===== src/rtl/fetch_sequencer.sv =====
// -----------------------------------------------------------------------------
// fetch_sequencer
//
// Owns the program counter, three saved-PC registers and the run/done
// handshake for the core. Each RUN cycle it consumes the jump/save strobes from
// Ctrl, commits one instruction and picks the next fetch address. It also counts
// retired instructions and aborts runaway programs with a watchdog.
//
// Ports
//   Clk           in   1     system clock, rising edge
//   Reset         in   1     synchronous, active-high
//   Start         in   1     level request to run the program chosen by ProgSel
//   ProgSel       in   2     program select, captured in IDLE when Start=1
//   JumpEqual     in   1     je instruction
//   JumpNotEqual  in   1     jne instruction
//   OffsetEn      in   1     spc adds SPC_OFFSET to the saved address
//   PCRegSelect   in   2     0=none, 1..3 selects saved-PC register 1..3
//   Ack           in   1     current instruction is the halt
//   Equal         in   1     ALU equality flag for the current instruction
//   ProgCtr       out  PC_W  instruction ROM address
//   InstValid     out  1     current instruction commits (high in RUN only)
//   Done          out  1     program finished (high in DONE only)
//   Timeout       out  1     last run was ended by the watchdog; sticky to LOAD
//   InstCount     out  16    instructions retired in the current/last run
// -----------------------------------------------------------------------------
module fetch_sequencer #(
  parameter int PC_W       = 10,
  parameter int PROG_BASE0 = 0,
  parameter int PROG_BASE1 = 256,
  parameter int PROG_BASE2 = 512,
  parameter int SPC_OFFSET = 2,
  parameter int MAX_INST   = 60000
) (
  input  logic            Clk,
  input  logic            Reset,
  input  logic            Start,
  input  logic [1:0]      ProgSel,
  input  logic            JumpEqual,
  input  logic            JumpNotEqual,
  input  logic            OffsetEn,
  input  logic [1:0]      PCRegSelect,
  input  logic            Ack,
  input  logic            Equal,
  output logic [PC_W-1:0] ProgCtr,
  output logic            InstValid,
  output logic            Done,
  output logic            Timeout,
  output logic [15:0]     InstCount
);

  typedef enum logic [1:0] {
    S_IDLE,
    S_LOAD,
    S_RUN,
    S_DONE
  } state_t;

  localparam logic [15:0] WD_LAST  = 16'(MAX_INST - 1);
  localparam logic [15:0] WD_LIMIT = 16'(MAX_INST);

  state_t          state;
  state_t          state_next;
  logic [1:0]      prog_sel_q;
  logic [PC_W-1:0] saved_pc [3];

  logic            jump_strobe;
  logic            jump_cond;
  logic            jump_taken;
  logic            watchdog;
  logic            spc;
  logic [PC_W-1:0] pc_plus1;
  logic [PC_W-1:0] spc_value;
  logic [PC_W-1:0] base_pc;
  logic [PC_W-1:0] jump_target;
  logic [15:0]     count_inc;

  // je wins when both jump strobes are (illegally) high.
  assign jump_strobe = JumpEqual | JumpNotEqual;
  assign jump_cond   = JumpEqual ? Equal : (JumpNotEqual & ~Equal);
  assign jump_taken  = jump_cond & (PCRegSelect != 2'd0);

  // Ack in the same cycle beats the watchdog, so Timeout stays clear.
  assign watchdog = (InstCount == WD_LAST) & ~Ack;

  // A watchdog cycle aborts the instruction, so a pending spc is dropped too.
  assign spc = ~jump_strobe & ~Ack & ~watchdog & (PCRegSelect != 2'd0);

  // PC arithmetic is naturally modulo 2**PC_W through the fixed result width.
  assign pc_plus1  = ProgCtr + PC_W'(1);
  assign spc_value = pc_plus1 + (OffsetEn ? PC_W'(SPC_OFFSET) : '0);
  assign count_inc = (InstCount == 16'hFFFF) ? InstCount : InstCount + 16'd1;

  // NOTE: every signal assigned in an always_comb gets a default first, so no
  // path through the block can leave it unassigned and infer a latch.
  always_comb begin
    base_pc = PC_W'(PROG_BASE2);
    case (prog_sel_q)
      2'd0:    base_pc = PC_W'(PROG_BASE0);
      2'd1:    base_pc = PC_W'(PROG_BASE1);
      default: base_pc = PC_W'(PROG_BASE2);
    endcase
  end

  always_comb begin
    jump_target = '0;
    case (PCRegSelect)
      2'd1:    jump_target = saved_pc[0];
      2'd2:    jump_target = saved_pc[1];
      2'd3:    jump_target = saved_pc[2];
      default: jump_target = '0;
    endcase
  end

  // Next-state logic and state-decoded outputs.
  always_comb begin
    state_next = state;
    InstValid  = 1'b0;
    Done       = 1'b0;
    case (state)
      S_IDLE: if (Start) state_next = S_LOAD;
      S_LOAD: state_next = S_RUN;
      S_RUN: begin
        InstValid = 1'b1;
        if (Ack || watchdog) state_next = S_DONE;
      end
      S_DONE: begin
        Done = 1'b1;
        // Start held high keeps DONE: a new run needs Start to drop first.
        if (!Start) state_next = S_IDLE;
      end
      default: state_next = S_IDLE;
    endcase
  end

  // NOTE: sequential state uses non-blocking assignments so every register
  // samples the pre-edge values, independent of statement order.
  always_ff @(posedge Clk) begin
    if (Reset) begin
      state      <= S_IDLE;
      prog_sel_q <= 2'd0;
      ProgCtr    <= '0;
      InstCount  <= '0;
      Timeout    <= 1'b0;
      // NOTE: the saved-PC file is only three registers with a defined reset
      // value, so it is cleared here rather than treated as unreset storage.
      for (int i = 0; i < 3; i++) saved_pc[i] <= '0;
    end else begin
      state <= state_next;
      case (state)
        S_IDLE: if (Start) prog_sel_q <= ProgSel;
        S_LOAD: begin
          ProgCtr   <= base_pc;
          InstCount <= '0;
          Timeout   <= 1'b0;
          for (int i = 0; i < 3; i++) saved_pc[i] <= '0;
        end
        S_RUN: begin
          if (watchdog) begin
            InstCount <= WD_LIMIT;
            Timeout   <= 1'b1;
          end else begin
            InstCount <= count_inc;
            // Halt holds the PC; otherwise jump or fall through.
            if (!Ack) ProgCtr <= jump_taken ? jump_target : pc_plus1;
          end
          for (int i = 0; i < 3; i++) begin
            if (spc && (PCRegSelect == 2'(i + 1))) saved_pc[i] <= spc_value;
          end
        end
        default: ;
      endcase
    end
  end

endmodule


===== config.mk =====
export PLATFORM = sky130hd
export DESIGN_NAME = fetch_sequencer
export DESIGN_NICKNAME = d
export VERILOG_FILES = /design/src/rtl/fetch_sequencer.sv
export SDC_FILE = /design/constraint.sdc
export NUM_CORES = 1
export LEC_CHECK = 0
export BUFFER_PORTS_ARGS = -buffer_cell sky130_fd_sc_hd__buf_2
export CAP_MARGIN = 0
export CORE_UTILIZATION = 35
export CTS_CLUSTER_DIAMETER = 100
export DETAILED_ROUTE_END_ITERATION = 10
export GPL_TIMING_DRIVEN = 1
export PLACE_DENSITY = 0.51
export SKIP_LAST_GASP = 1
export SLEW_MARGIN = 20
export SYNTH_ARGS = -nofsm -noshare
export SYNTH_HDL_FRONTEND = slang
export SYNTH_SLANG_ARGS = --single-unit

===== constraint.sdc =====
create_clock -name Clk -period 4.1 [get_ports Clk]
set_clock_uncertainty 0.15 [all_clocks]
set_input_delay 0.41 -clock Clk [delete_from_list [all_inputs] [get_ports Clk]]
set_output_delay 0.41 -clock Clk [all_outputs]
set_load 0.1 [all_outputs]

==> qor.yml, run 1 <==
cp-start-kind: "flip-flop"
std_cell_rows: 35
dp_hpwl_um: 6300
synth.most_common_cell: "nand3_1"
critPathMaxFanout: 14
synth_top_area_cell: "edfxtp_1"
vias: 2952
grt.overflow.total: 0
route.detailed.drc: 0
die_h_um: 102
nNetsFinal: 418
grt_pass1_wl_um: 14900
synth_top_area_share_pct: 26.0
portBuffers: 40
syn_area_um2: 3470
holdCritPathClass: "in -> reg"
peakVddDrop_mv: 0.323
syn_nets: 385
grt_start_max_net_pins: 22
numCtsBuffers: 9
async_reset_ff_share_pct: 0
setup_viol: 0
p_leak_nw: 1.51
synth-edff-count: 30
antenna_found_initial: 0
cts_tree: "yes"
cp_data_required_time_ns: 3.99
ys_seq_area_share_pct: 43.9
rsz0062_at_grt: "false"
synthFlopType: "dfxtp_1"
drv_slew: 0
htree_num_levels: 3
postSynthAreaPerCell_um2: 9.53
drive_above_1_share_pct: 19.2
grt_pass1_vias: 2876
whs_ns: 0.172
fin_crit_sh_pct: 65.1
cts_setup_buffers: 0
worst_slew_pin_slew_ns: 0.977
hold_viol: 0
postRouteWirelength_um: 8960
criticalPathCategory: "reg -> reg"
ys_ff_latch: 61
fmax_mhz: 375
status: "finished, final reports clean"
yosys_warnings: 0
p_per_area_nw_per_um2: 509
setup_tns_ns: 0
slew_headroom_pct: 34.9
cts_root_buf: "clkbuf_8"
area_growth_pct: 14.9
clkLatencyLatePin_ns: 0.34
coreArea_um2: 9420
arrival_ns: 2.56
synthCells: 364
crit_path_end_kind: "flip-flop"
ant_nets: 0
die_w_um: 102
fillCellCount: 953
via_per_inst: 5.56
max_cap_viol_count: 0
clk_pin_slew_ns: 0.07
yosys-top-cells-count: "nand3_1 (34), dfxtp_1 (31), edfxtp_1 (30), nand2_1 (26), a21oi_1 (22)"
start_util_pct: 36.9
diodes: 0
grt_usage_pct: 18.9
io_pins: 41
wire_per_inst_um: 16.9
firstDrtPassIters: 5
dr.first_iter.drc_count: 118
synthTopCellsByArea: "edfxtp_1 (26%), dfxtp_1 (18%), nand3_1 (4.9%), ha_1 (3.2%), a21oi_1 (3.2%)"
yosysUniqueCellTypes: 58
gp_congestion: 0.803
cts.sinks: 61
cts_hold_buf: 0
cts_buffer_depth: 2
die-area_um2: 10300
cts_resized: 0
fin_crit_ns: 2.67
## worst max-delay path, stage by stage, from the launching register on
cell      delay [ns]
dfxtp_1         0.34
inv_1           0.11
ha_1            0.51
nand2b_1        0.24
a211oi_4        0.31
nand2b_2        0.26
mux2i_1         0.21
buf_4           0.23
## final cells by class
class                           instances  area (um2)  area share (%)
Sequential cell                        61        1520            38.2
Tap cell                              129         161            4.05
Clock buffer                            9         124            3.11
Timing Repair Buffer                   45         238            5.96
Clock inverter                          7         100            2.51
Multi-Input combinational cell        267        1790            45.0
Inverter                               13        48.8            1.22
## path summary, 6_finish.rpt
path	start	endpoint	slack (ns)	depth (start not counted)
max	state[0]	saved_pc[0][8]	1.43	7
min reg2reg	prog_sel_q[0]	prog_sel_q[0]	0.31	2
max reg2reg	state[0]	saved_pc[0][8]	1.43	7
min	ProgSel[1]	prog_sel_q[1]	0.17	3
## power by group
| group | total [W] | internal [W] | switching (W) |
|---|---|---|---|
| sequential | 0.000802 | 0.000753 | 0.0000487 |
| clock | 0.000600 | 0.000344 | 0.000257 |
| combinational | 0.000629 | 0.000172 | 0.000456 |
| total | 0.00203 | 0.00127 | 0.000762 |
## flip-flops by register name (all words and copies together), names as in the netlist
signal,count
InstCount,16
state,2
prog_sel_q,2
ProgCtr,10
saved_pc,30
Timeout,1
## metal layers
metal	track usage [%]	vias up	part of all wire [%]
met4	7.02	0	1.9
met5	0	-	0
met1	23.3	1437	44
li1	-	1439	-
met3	3.80	12	3.6
met2	32.6	64	50
## metrics by stage
stage / util (%) / instances / setup WS [ns] / cell area (um2) / total power [W]
after CTS: 42.3 / 531 / 1.42 / 3990 / 0.00205
after global routing: 42.3 / 531 / 1.18 / 3990 / 0.00214
after detailed placement: 40.0 / 515 / 1.43 / 3760 / 0.00145
after floorplan: - / 364 / 0.760 / 3470 / 0.00129
final: 42.3 / 531 / 1.43 / 3990 / 0.00203
after global placement: 40.0 / 515 / 1.51 / 3760 / 0.00144
## cells by family (layout without fill, tap and decap cells)
family                     after synthesis  in the layout  synth area share, %
xor gates and xnor gates                 9              9                 2.27
AOI/OAI and AO/OA                       91             91                 18.4
buffers and inverters                   36             74                 4.47
DFF                                     61             61                 43.9
adders and majority gates                9              9                 3.25
muxes                                   21             21                 6.42
and+or+nand+nor                        137            137                 21.3
## cells in the final DEF, fill, tap and decap left out, types with 4 or more instances in the layout
| cell type | Yosys | layout |
|---|---|---|
| a211oi_1 | 5 | 5 |
| a21oi_1 | 22 | 22 |
| a22oi_1 | 11 | 11 |
| a31oi_1 | 10 | 10 |
| and3_1 | 7 | 7 |
| buf_2 | 10 | 40 |
| buf_4 | 0 | 5 |
| clkbuf_8 | 0 | 9 |
| dfxtp_1 | 31 | 31 |
| edfxtp_1 | 30 | 30 |
| ha_1 | 9 | 9 |
| inv_1 | 13 | 13 |
| mux2_1 | 4 | 4 |
| mux2_2 | 6 | 6 |
| mux2i_1 | 11 | 11 |
| nand2_1 | 26 | 26 |
| nand3_1 | 34 | 34 |
| nand3b_1 | 5 | 5 |
| nand4_1 | 5 | 5 |
| nor2_1 | 21 | 21 |
| nor3_1 | 10 | 10 |
| nor4_1 | 6 | 6 |
| o211ai_1 | 5 | 5 |
| o21ai_0 | 6 | 6 |
| xnor2_1 | 6 | 6 |
No activity file was read; power rests on OpenSTA's default activity.
==> run 2, diff against run 1 <==
- ABC_AREA: not set -> 1
- clock period: 4.1 -> 2.55 ns (I/O delays scaled with it)
==> qor.yml, run 2 <==
highest_layer: "met4"
fmax_mhz: 449  # +20%
mostFrequentLayoutCells: "nand2_1 (146), nor2_1 (61), nand3_1 (57), inv_1 (43), buf_2 (40)"
critPathLaunch: "InstCount[0]"
dp_hpwl_um: 7000  # +11%
largest_reg_flops: 30  # unchanged
synthTopCellsByArea: "edfxtp_1 (25%), dfxtp_1 (17%), nand2_1 (15%), nand3_1 (8.0%), nor2_1 (6.4%)"
area_growth_pct: 16.4
critPathMaxFanout: 10  # -4
io_pins: 41  # unchanged
postRouteWirelength_um: 9290  # +3.7%
status: "finished, final reports clean"
cts.sinks: 61  # unchanged
async_reset_ff_share_pct: 0  # unchanged
die_w_um: 103  # +1.3%
yosys_warnings: 0  # unchanged
fin_crit_ns: 2.23  # -0.443 ns
p_per_area_nw_per_um2: 862  # +69%
met3WireLength_um: 392  # +20%
yosys-top-cells-count: "nand2_1 (146), nor2_1 (61), nand3_1 (57), inv_1 (43), a21oi_1 (33)"
rsz0062_at_grt: "false"
wl_met2_um: 4120  # -8.4%
synth_top_area_share_pct: 25.3  # -0.67 points
peakVddDrop_mv: 0.563  # +74%
grt_usage_pct: 18.7  # -0.20 points
grt_start_max_net_pins: 25  # +14%
ys_seq_area_share_pct: 42.7  # -1.1 points
nNetsFinal: 556  # +33%
drive_above_1_share_pct: 18.7  # -0.45 points
top_regs: "saved_pc (30), InstCount (16), ProgCtr (10)"
wl_met1_um: 4680  # +18%
route.detailed.drc: 0  # unchanged
fin_crit_sh_pct: 87.3  # +22 points
syn_nets: 508  # +32%
wire_per_inst_um: 13.8  # -18%
synthCells: 487  # +34%
std_cell_rows: 36  # +2.9%
start_util_pct: 36.3  # -0.59 points
crit_path_end_kind: "flip-flop"
largest-register: "saved_pc"
setup_tns_ns: 0  # unchanged
grt_pass1_wl_um: 14800  # -0.42%
clk_pin_slew_ns: 0.07  # about the same
cp-start-kind: "flip-flop"
grt_pass1_vias: 2893  # +0.59%
fin_util_pct: 42.2  # -0.11 points
clkLatencyLatePin_ns: 0.34  # about the same
postSynthAreaPerCell_um2: 7.31  # -23%
antenna_found_initial: 0  # unchanged
p_leak_nw: 1.81  # +20%
cts_resized: 0  # unchanged
design_area_um2: 4150  # +4.0%
final_common_cell: "nand2_1"
whs_ns: 0.0224  # -0.149 ns
ys_ff_latch: 61  # unchanged
cts_buffer_depth: 2  # unchanged
gp_congestion: 0.857  # +6.8%
arrival_ns: 2.06  # -0.50 ns
cp_data_required_time_ns: 2.38  # -1.61 ns
rr_startpoint: "InstCount[0]"
vias: 3221  # +9.1%
yosysUniqueCellTypes: 35  # -40%
synth-edff-count: 30  # unchanged
synth_top_area_cell: "edfxtp_1"
hold_viol: 0  # unchanged
synth.most_common_cell: "nand2_1"
die-area_um2: 10600  # +2.6%
setup_viol: 0  # unchanged
worst_slew_pin_slew_ns: 0.515  # -0.462 ns
slew_headroom_pct: 65.5  # +31 points
die_h_um: 103  # +1.3%
holdCritPathClass: "in -> reg"
portBuffers: 40  # unchanged
min_from: "ProgSel[0]"
synthFlopType: "dfxtp_1"
grt.overflow.total: 0  # unchanged
cts_hold_buf: 0  # unchanged
syn_area_um2: 3560  # +2.6%
diodes: 0  # unchanged
firstDrtPassIters: 5  # unchanged
coreArea_um2: 9820  # +4.3%
drv_slew: 0  # unchanged
via_per_inst: 4.79  # -14%
cts_tree: "yes"
cts_setup_buffers: 0  # unchanged
dr.first_iter.drc_count: 168  # +42%
max_cap_viol_count: 0  # unchanged
postPlaceCellArea_um2: 3950  # +5.0%
ant_nets: 0  # unchanged
criticalPathCategory: "reg -> reg"
htree_num_levels: 3  # unchanged
numCtsBuffers: 9  # unchanged
cts_root_buf: "clkbuf_8"
==> run 2: cell types whose count changed in the layout (fill, tap and decap cells not counted), sizes merged, moves of 7 or more <==
cell   previous run  this run
a21oi            24        34
mux2             10         0
and3              7         0
a22oi            11         0
nand3            34        62
inv              13        49
nand2            26       149
a31oi            10         0
nor2             21        68
mux2i            11         1
==> run 2: logic make-up (layout without fill, tap and decap cells) <==
group                    Yosys count  after routing  synth area share, %
adder cells (fa/ha/maj)            9              9                 3.16
flip-flops                        61             61                 42.7
buffers and inverters             62            115                 7.10
multiplexers                       1              1                0.281
AND/OR/NAND/NOR                  303            303                 38.3
AO/OA/AOI/OAI                     44             44                 6.68
XOR/XNOR                           7              7                 1.72
==> run 2: routing by layer <==
| layer | global-route usage (%) | up-vias |
|---|---|---|
| li1 | - | 1683 |
| met1 | 26.5 | 1468 |
| met2 | 29.2 | 62 |
| met3 | 3.59 | 8 |
| met4 | 5.20 | 0 |
| met5 | 0 | - |
==> run 2: worst max-delay path, cell delays in order (launching register included) <==
cell	delay (ns)
dfxtp_2	0.36
ha_1	0.23
nand2_4	0.09
nor2_8	0.14
nand3_1	0.11
nand2_2	0.09
inv_2	0.07
nand2_2	0.12
o21ai_1	0.11
nand2_1	0.40
==> run 2: metrics by stage <==
stage,setup slack [ns],cells,total power [W]
finish,0.323,673,0.00357
global route,0.146,673,0.00378
CTS,0.297,673,0.00360
detailed placement,0.314,657,0.00274
global placement,0.347,657,0.00273
floorplan,0.00334,487,0.00241
==> run 2: power breakdown <==
part / switching, W / leakage, nW / internal, W
clock: 0.000411 / 0.100 / 0.000456
combinational: 0.00107 / 1.13 / 0.000297
sequential: 0.000101 / 0.579 / 0.00124
total: 0.00158 / 1.81 / 0.00200
==> run 2: cell type report <==
type,instances,area (um2)
Fill cell,1060,5670
Multi-Input combinational cell,364,1790
Sequential cell,61,1540
Timing Repair Buffer,49,268
Inverter,50,188
Tap cell,133,166
Clock buffer,9,124
Clock inverter,7,73.8
==> run 2: path summary, 6_finish.rpt <==
path | endpoint | slack (ns) | cells past startpoint
worst max register to register | saved_pc[0][5] | 0.32 | 9
worst max-delay path | saved_pc[0][5] | 0.32 | 9
worst min-delay path | prog_sel_q[0] | 0.02 | 3
worst min register to register | prog_sel_q[0] | 0.31 | 2
